`src/rtl/wave_ctrl.sv`:
```
// wave_ctrl: key-driven configuration controller for the four-waveform ROM generator.
// Debounces three active-low keys and owns the waveform select, amplitude shift
// and phase-step registers. It also runs an up/down frequency-sweep sequencer
// on the phase step.
// Ports:
//   clk, rst_n        clock, asynchronous active-low reset
//   key1, key2, key3  raw active-low keys (asynchronous to clk)
//   wave_sel          0 sin, 1 square, 2 sawtooth, 3 triangular
//   amp_shift         right shift applied to the waveform sample
//   phase_step        address increment per clk, never 0
//   sweep_active      high while the sweep sequencer is in UP or DOWN
//   cfg_update        one-cycle pulse the cycle after any control register changes
module wave_ctrl #(
    parameter int unsigned DEB_CNT     = 1000000,
    parameter int unsigned LONG_CNT    = 50000000,
    parameter int unsigned SWEEP_DWELL = 5000000,
    parameter int unsigned STEP_MAX    = 16,
    parameter int unsigned AMP_MAX     = 4
) (
    input  logic       clk,
    input  logic       rst_n,
    input  logic       key1,
    input  logic       key2,
    input  logic       key3,
    output logic [1:0] wave_sel,
    output logic [2:0] amp_shift,
    output logic [7:0] phase_step,
    output logic       sweep_active,
    output logic       cfg_update
);

    localparam int unsigned DEB_W  = (DEB_CNT > 1)     ? $clog2(DEB_CNT)     : 1;
    localparam int unsigned HOLD_W = (LONG_CNT > 1)    ? $clog2(LONG_CNT)    : 1;
    localparam int unsigned DW_W   = (SWEEP_DWELL > 1) ? $clog2(SWEEP_DWELL) : 1;
    localparam int unsigned CFG_W  = 13;

    localparam logic [7:0] STEP_TOP = 8'(STEP_MAX);
    localparam logic [2:0] AMP_TOP  = 3'(AMP_MAX);

    typedef enum logic [1:0] {
        S_IDLE = 2'd0,
        S_UP   = 2'd1,
        S_DOWN = 2'd2
    } state_t;

    // Key paths, bit 0 = key1, bit 1 = key2, bit 2 = key3
    logic [2:0]       sync_q1;
    logic [2:0]       sync_q2;
    logic [2:0]       acc_q;
    logic [2:0]       acc_d_q;
    logic [DEB_W-1:0] deb_cnt_q [3];
    logic [2:0]       press_ev;
    logic [2:0]       release_ev;

    logic [HOLD_W-1:0] hold_cnt_q;
    logic              long_done_q;
    logic              long_ev;
    logic              short_ev;

    state_t            state_q;
    state_t            state_d;
    logic [DW_W-1:0]   dwell_q;
    logic [DW_W-1:0]   dwell_d;
    logic              dwell_tick;
    logic [7:0]        step_d;
    logic [CFG_W-1:0]  cfg_prev_q;

    // Synchronizers and debouncers for all three keys
    always_ff @(posedge clk or negedge rst_n) begin
        if (!rst_n) begin
            sync_q1 <= 3'b111;
            sync_q2 <= 3'b111;
            acc_q   <= 3'b111;
            acc_d_q <= 3'b111;
            for (int i = 0; i < 3; i++) deb_cnt_q[i] <= '0;
        end else begin
            sync_q1 <= {key3, key2, key1};
            sync_q2 <= sync_q1;
            acc_d_q <= acc_q;
            for (int i = 0; i < 3; i++) begin
                if (sync_q2[i] == acc_q[i]) begin
                    deb_cnt_q[i] <= '0;
                end else if (deb_cnt_q[i] == DEB_W'(DEB_CNT - 1)) begin
                    acc_q[i]     <= sync_q2[i];
                    deb_cnt_q[i] <= '0;
                end else begin
                    deb_cnt_q[i] <= DEB_W'(deb_cnt_q[i] + 1'b1);
                end
            end
        end
    end

    assign press_ev   = acc_d_q & ~acc_q;
    assign release_ev = ~acc_d_q & acc_q;

    // key3 hold timer; the long event fires once while the key is still held
    assign long_ev  = !acc_q[2] && !press_ev[2] && !long_done_q &&
                      (hold_cnt_q == HOLD_W'(LONG_CNT - 1));
    assign short_ev = release_ev[2] && !long_done_q;

    always_ff @(posedge clk or negedge rst_n) begin
        if (!rst_n) begin
            hold_cnt_q  <= '0;
            long_done_q <= 1'b0;
        end else if (press_ev[2]) begin
            hold_cnt_q  <= '0;
            long_done_q <= 1'b0;
        end else begin
            if (long_ev) long_done_q <= 1'b1;
            if (!acc_q[2] && (hold_cnt_q != HOLD_W'(LONG_CNT - 1)))
                hold_cnt_q <= HOLD_W'(hold_cnt_q + 1'b1);
        end
    end

    assign dwell_tick = (dwell_q == DW_W'(SWEEP_DWELL - 1));

    // Sweep sequencer next state and phase-step next value
    always_comb begin
        state_d = state_q;
        dwell_d = dwell_q;
        step_d  = phase_step;
        case (state_q)
            S_IDLE: begin
                if (long_ev) begin
                    state_d = S_UP;
                    dwell_d = '0;
                end else if (short_ev) begin
                    step_d = (phase_step >= STEP_TOP) ? 8'd1 : 8'(phase_step + 8'd1);
                end
            end
            S_UP: begin
                if (long_ev) begin
                    state_d = S_IDLE;
                end else if (dwell_tick) begin
                    dwell_d = '0;
                    // Entering UP already at the top turns straight around
                    if (phase_step < STEP_TOP) begin
                        step_d = 8'(phase_step + 8'd1);
                        if (step_d == STEP_TOP) state_d = S_DOWN;
                    end else begin
                        step_d  = 8'(phase_step - 8'd1);
                        state_d = S_DOWN;
                    end
                end else begin
                    dwell_d = DW_W'(dwell_q + 1'b1);
                end
            end
            S_DOWN: begin
                if (long_ev) begin
                    state_d = S_IDLE;
                end else if (dwell_tick) begin
                    dwell_d = '0;
                    if (phase_step > 8'd1) begin
                        step_d = 8'(phase_step - 8'd1);
                        if (step_d == 8'd1) state_d = S_UP;
                    end else begin
                        step_d  = 8'(phase_step + 8'd1);
                        state_d = S_UP;
                    end
                end else begin
                    dwell_d = DW_W'(dwell_q + 1'b1);
                end
            end
            default: state_d = S_IDLE;
        endcase
    end

    // Control registers, sequencer state and change pulse
    always_ff @(posedge clk or negedge rst_n) begin
        if (!rst_n) begin
            state_q      <= S_IDLE;
            dwell_q      <= '0;
            wave_sel     <= 2'd0;
            amp_shift    <= 3'd0;
            phase_step   <= 8'd1;
            sweep_active <= 1'b0;
            cfg_prev_q   <= {2'd0, 3'd0, 8'd1};
            cfg_update   <= 1'b0;
        end else begin
            state_q      <= state_d;
            dwell_q      <= dwell_d;
            phase_step   <= step_d;
            sweep_active <= (state_d != S_IDLE);
            if (press_ev[0]) wave_sel <= 2'(wave_sel + 2'd1);
            if (press_ev[1]) amp_shift <= (amp_shift >= AMP_TOP) ? 3'd0 : 3'(amp_shift + 3'd1);
            cfg_prev_q   <= {wave_sel, amp_shift, phase_step};
            cfg_update   <= ({wave_sel, amp_shift, phase_step} != cfg_prev_q);
        end
    end

endmodule

```
`config.mk`:
```
export PLATFORM = sky130hd
export DESIGN_NAME = wave_ctrl
export DESIGN_NICKNAME = d
export VERILOG_FILES = /design/src/rtl/wave_ctrl.sv
export SDC_FILE = /design/constraint.sdc
export NUM_CORES = 1
export LEC_CHECK = 0
export ABC_AREA = 1
export CORE_ASPECT_RATIO = 1.5
export CORE_MARGIN = 8
export CORE_UTILIZATION = 65
export CTS_CLUSTER_DIAMETER = 150
export DETAILED_ROUTE_END_ITERATION = 6
export GPL_TIMING_DRIVEN = 0
export PLACE_DENSITY = 0.82
export SLEW_MARGIN = 30
export SYNTH_ARGS = -nofsm -noshare
export SYNTH_HDL_FRONTEND = slang
export SYNTH_SLANG_ARGS = --single-unit
```
`constraint.sdc`:
```
create_clock -name clk -period 2.6 [get_ports clk]
set_input_delay 0.39 -clock clk [delete_from_list [all_inputs] [get_ports clk]]
set_output_delay 0.39 -clock clk [all_outputs]
set_load 0.02 [all_outputs]
```
==> results of run 1 <==
-- where the power goes --
group	leakage [nW]	switching, mW	internal, mW	total, mW
logic	1.98	0.0750	0.0266	0.102
clock network	0.285	1.14	1.29	2.44
registers	2.05	0.0110	2.38	2.40
-- what timing repair did --
item,in CTS,in global routing
hold buffers,1,0
setup buffers,0,0
endpoints found under the hold margin,57,0
-- sequential cells by signal, summed over array words and instances (netlist names) --
register / cells
acc_d_q: 3
acc_q: 3
amp_shift: 3
cfg_prev_q: 13
cfg_update: 1
deb_cnt_q: 60
dwell_q: 23
hold_cnt_q: 26
long_done_q: 1
phase_step: 8
state_q: 2
sweep_active: 1
sync_q1: 3
sync_q2: 3
wave_sel: 2
-- cells in the mapped netlist (9+ instances only) --
cell type,count
a21oi_1,25
dfrtp_1,138
dfstp_2,14
ha_1,15
inv_1,136
nand2_1,244
nand3_1,90
nand4_1,40
nor2_1,144
nor3_1,37
nor4_1,13
o21ai_0,34
o21ai_1,15
o31ai_1,9
or2_2,11
xnor2_1,14
xor2_1,51
-- path summary, 6_finish.rpt --
| kind | endpoint | cells past startpoint | slack, ns |
|---|---|---|---|
| min in group asynchronous | deb_cnt_q[23]$_DFF_PN0_ | 2 | 0.48 |
| setup reg to reg | phase_step[4]$_DFFE_PN0P_ | 10 | 0.28 |
| max in group asynchronous | sync_q2[0]$_DFF_PN1_ | 3 | 1.31 |
| hold reg to reg | sync_q2[0]$_DFF_PN1_ | 0 | 0.36 |
| setup / recovery | phase_step[4]$_DFFE_PN0P_ | 10 | 0.28 |
| hold / removal | sync_q2[0]$_DFF_PN1_ | 0 | 0.36 |
-- routing by layer --
| layer | global-route usage [%] | wire [um] | vias to the layer above | part of all wire [%] |
|---|---|---|---|---|
| li1 | - | - | 3699 | - |
| met1 | 26.1 | 7800 | 3527 | 39 |
| met2 | 44.1 | 10500 | 185 | 53 |
| met3 | 4.01 | 747 | 62 | 3.8 |
| met4 | 12.3 | 728 | 0 | 3.7 |
| met5 | 0 | 0 | - | 0 |
-- final cells by class --
type,instances,area share [%]
Multi-Input combinational cell,802,43.3
Sequential cell,152,39.5
Inverter,141,5.47
Clock buffer,17,4.40
Timing Repair Buffer,21,2.41
Tap cell,159,2.06
Clock inverter,15,1.77
Buffer,17,1.05
-- stage by stage --
step	setup WS [ns]	util, %
2_1_floorplan	0.719	-
6_report	0.280	74.3
3_5_place_dp	0.346	69.6
4_1_cts	0.284	74.3
5_1_grt	0.148	74.3
3_3_place_gp	-4.85	69.4
-- kinds of logic (layout without fill, tap and decap cells) --
kind of cell	after synthesis	in the layout	synth area share, %
and+or+nand+nor	615	615	32.3
buffers and inverters	158	211	7.29
DFF	152	152	44.2
AOI/OAI and AO/OA	104	104	7.02
xor gates and xnor gates	65	65	6.59
adders and majority gates	15	15	2.17
muxes	3	3	0.391
==> flow_metrics.tcl, run 1 <==
set metrics [dict create \
    placed_cells 1291 \
    wl_per_cell_um 14.9 \
    synth.largest_area_cell "dfrtp_1" \
    synth_edf_count 0 \
    multi_input_area_um2 4190 \
    cts_buffers 17 \
    grt_overflow 0 \
    mostFrequentLayoutCells "244 x nand2_1, 144 x nor2_1, 138 x dfrtp_1" \
    cp.buffers_inverters 4 \
    startpoint_type "flip-flop" \
    tightest_slew_ns 0.697 \
    synth_nets 1132 \
    rsz0062_at_grt "no" \
    final_layout_size_suffix_gt1_share_pct 9.10 \
    hold_start "sync_q1[0]$_DFF_PN1_" \
    clock_skew_ns 0.0102 \
    critPathLaunch "state_q[1]$_DFF_PN0_" \
    cp.arrival_ns 2.68 \
    yosys_register_bits 152 \
    drt-initial-drc-count 504 \
    final_area_um2 9670 \
    slowest_stage "o31ai_1" \
    dieArea_um2 17300 \
    vias 7473 \
    cp_cell_sequence "inv_1 > ha_1 > buf_2 > inv_1 > clkbuf_1 > o31ai_1 > nand3_1 > nand2_1 > nand3_1 > nand2_1" \
    diodes 0 \
    worstPathRequired_ns 2.96 \
    clockBufferDepth 2 \
    via_per_inst 5.64 \
    die_y_um 157 \
    root_buffer "clkbuf_16" \
    status "complete, no violations" \
    io_pins 20 \
    worst_hold_path_type "reg2reg" \
    clk_pin_slew_worst_paths_ns 0.07 \
    synthCells 1112 \
    gp_congestion 0.956 \
    fin_nets 1172 \
    firstDrtPassIters 7 \
    route.detailed.drc 0 \
    drv_cap 0 \
    final_common_cell "nand2_1" \
    syn_to_final_growth_pct 11.9 \
    cts.sinks 152 \
    hpwl_mm 14.1 \
    min_period_over_period_pct 89.2 \
    setup_viol 0 \
    hold_slack_ns 0.359 \
    instances_no_fill 1324 \
    h-tree-depth 4 \
    postRouteAntennaNets 0 \
    synth.top_cell.area_share_pct 39.9 \
    grt_pass1_vias 7562 \
    num_rows 51 \
    place_area_um2 9070 \
    synth_area_leaders "dfrtp_1 40%, nand2_1 11%, nor2_1 6.3%, inv_1 5.9%, nand3_1 5.2%" \
    ys_warn_count 0 \
    min_period_ns 2.32 \
    die_w_um 110 \
    coreArea_um2 13000 \
    avgSynthCellArea_um2 7.77 \
    wl_mm 19.8 \
    path_class "reg2reg" \
    hold_violations 0 \
    antenna_found_initial 0 \
    synth-main-ff-cell "dfrtp_1" \
    cts-resized-gates 0 \
    fin_setup_tns_ns 0 \
    endpoint_kind "flip-flop" \
    fillers 1056 \
    grt_start_max_net_pins 91 \
    maxSlewViolCount 0 \
    ys_seq_area_share_pct 44.2 \
    ir_drop_mv 0.445 \
    total_power_mw 4.93 \
    cp_top_family "buffers and inverters" \
    synthArstFlopShare_pct 100 \
    p_per_area_nw_per_um2 510 \
    leakage_nw 4.32 \
    initial_core_util_pct 66.4 \
    clk_latency_ns 0.43 \
    grtUsageTotal_pct 24.3 \
    cp_max_fo 10 \
    maxSlewHeadroom_pct 53.3 \
    regArea_um2 3820 \
    cts_tree "built" \
    synth_cell_type_count 45 \
    syn_area_um2 8640 \
    fmax_mhz 431 \
    max_stage_delay_ns 0.45 \
    grt_pass1_wl_mm 33.6 \
    portBuffers 19 \
    reg2reg_from "state_q[1]$_DFF_PN0_" \
]
Power figures use the tool's default switching activity.
==> run 2: changes to the inputs <==
Settings changed: PLACE_DENSITY 0.82 to unset, PLACE_DENSITY_LB_ADDON set to 0.05.
==> run 2 against run 1 <==
Compared with the run above:
- maximum frequency increased by 2.7%
- global-route usage decreased by 0.26 points
- clock power about the same
- critical path depth unchanged
- first-iteration DRC count decreased by 8.3%
- total power grew 0.10%
- worst hold slack got worse by 0.0030 ns
- clock-buffer cell count up 1
==> flow_metrics.tcl, run 2 (synthesis gave the netlist of run 1 again) <==
set metrics [dict create \
    via_per_inst 5.57 \
    top_register "deb_cnt_q" \
    syn_to_final_growth_pct 12.0 \
    wl_mm 19.3 \
    worst_hold_path_type "reg2reg" \
    cp.arrival_ns 2.61 \
    fmax_mhz 443 \
    vias 7386 \
    crit_path_end "phase_step[4]$_DFFE_PN0P_" \
    max_stage_delay_ns 0.47 \
    path_class "reg2reg" \
    diodes 0 \
    p_per_area_nw_per_um2 510 \
    maxSlewViolCount 0 \
    cp.buffers_inverters 4 \
    worstPathRequired_ns 2.95 \
    num_rows 51 \
    cts-resized-gates 0 \
    cts_buffers 17 \
    setup_viol 0 \
    route.detailed.drc 0 \
    path_depth 10 \
    cts.sinks 152 \
    startpoint_type "flip-flop" \
    clk_pin_slew_worst_paths_ns 0.06 \
    antenna_found_initial 0 \
    clockBufferDepth 2 \
    ir_drop_mv 0.368 \
    cp_max_fo 10 \
    instances_no_fill 1325 \
    initial_core_util_pct 66.4 \
    wl_per_cell_um 14.6 \
    io_pins 20 \
    cp_cell_sequence "inv_1 > ha_1 > buf_2 > inv_1 > clkbuf_1 > o31ai_1 > nand3_1 > nand2_1 > nand3_1 > nand2_1" \
    root_buffer "clkbuf_16" \
    grtUsageTotal_pct 24.0 \
    cp_top_family "buffers and inverters" \
    largest_reg_flops 60 \
    hold_start "sync_q1[0]$_DFF_PN1_" \
    die_y_um 157 \
    rsz0062_at_grt "no" \
    min_period_ns 2.26 \
    drv_cap 0 \
    final_layout_size_suffix_gt1_share_pct 9.09 \
    critPathLaunch "state_q[1]$_DFF_PN0_" \
    hpwl_mm 14.3 \
    final_common_cell "nand2_1" \
    status "complete, no violations" \
    mostFrequentLayoutCells "244 x nand2_1, 144 x nor2_1, 138 x dfrtp_1" \
    final_core_util_pct 74.4 \
    fillers 1050 \
    leakage_nw 4.33 \
    clk_latency_ns 0.42 \
    clock_skew_ns 0.0114 \
    coreArea_um2 13000 \
    cts_tree "built" \
    grt_start_max_net_pins 54 \
    die_w_um 110 \
    hold_violations 0 \
    r2r_setup_slack_ns 0.34 \
    drt-initial-drc-count 462 \
    reg2regPathDepth 10 \
    slowest_stage "o31ai_1" \
    maxSlewHeadroom_pct 53.8 \
    placed_cells 1292 \
    firstDrtPassIters 5 \
    fin_nets 1173 \
    endpoint_kind "flip-flop" \
    postRouteAntennaNets 0 \
    r2r-end "phase_step[4]$_DFFE_PN0P_" \
    min_period_over_period_pct 86.8 \
    top_regs "deb_cnt_q (60), hold_cnt_q (26), dwell_q (23)" \
    grt_overflow 0 \
    reg2reg_from "state_q[1]$_DFF_PN0_" \
    grt_pass1_vias 7475 \
    postCtsSetupRepairBufs 0 \
    tightest_slew_ns 0.691 \
    gp_congestion 0.923 \
    grt_pass1_wl_mm 33.4 \
    h-tree-depth 4 \
    portBuffers 19 \
    dieArea_um2 17300 \
]
run 2: cell count changes in the layout (fill, tap and decap cells not counted), sizes merged:
cell	before	now
clkbuf	22	23
inv	149	151
buf	14	15
clkinv	5	3
clkinvlp	2	0
bufinv	0	1
run 2: cell type report:
cell class / instances / area, um2 / area share [%]
Sequential cell: 152 / 3820 / 39.5
Timing Repair Buffer: 22 / 260 / 2.69
Clock inverter: 14 / 153 / 1.58
Inverter: 141 / 529 / 5.46
Clock buffer: 18 / 429 / 4.43
Buffer: 17 / 101 / 1.05
Tap cell: 159 / 199 / 2.05
Multi-Input combinational cell: 802 / 4190 / 43.3
run 2: worst min path at each step:
stage / endpoint / slack (ns) / cells after the start
global route: sync_q2[0]$_DFF_PN1_ / 0.36 / 0
floorplan: amp_shift[0]$_DFFE_PN0P_ / 0.09 / 0
finish: sync_q2[0]$_DFF_PN1_ / 0.36 / 0
CTS: sync_q2[0]$_DFF_PN1_ / 0.36 / 0
global placement: sync_q2[2]$_DFF_PN1_ / 0.35 / 0
detailed placement: deb_cnt_q[23]$_DFF_PN0_ / 0.32 / 1
run 2: metrics by stage:
step	total power, mW	setup slack [ns]	setup TNS (ns)	cell area, um2	hold slack (ns)
6_report	4.94	0.342	0	9690	0.356
3_5_place_dp	2.55	0.366	0	9090	0.320
2_1_floorplan	2.47	0.719	0	8640	0.0944
3_3_place_gp	2.54	-4.80	-702.61	9030	0.346
5_1_grt	5.10	0.0372	0	9690	0.357
4_1_cts	4.98	0.355	0	9690	0.356
run 2: power breakdown:
group	leakage [nW]	switching, mW	total [mW]	internal [mW]
clock network	0.290	1.07	2.44	1.37
registers	2.05	0.0112	2.40	2.38
logic	1.99	0.0764	0.107	0.0307
run 2: what timing repair did:
action / CTS / global route
endpoints found under the setup margin: 0 / 0
hold buffers: 1 / 0
hold endpoints to repair: 44 / 0
run 2: layer usage:
metal | track usage [%] | routed length [um] | vias up
met5 | 0 | 0 | -
met1 | 27.2 | 7870 | 3480
li1 | - | - | 3705
met3 | 4.01 | 564 | 48
met2 | 42.9 | 10200 | 153
met4 | 10.3 | 663 | 0
run 2: worst register-to-register path: cells and delay by family, from the launching register on:
family,cells,cell delay [ns]
AND/OR/NAND/NOR,4,0.37
buffers and inverters,4,0.69
adder cells (fa/ha/maj),1,0.28
AO/OA/AOI/OAI,1,0.47
flip-flops,1,0.39
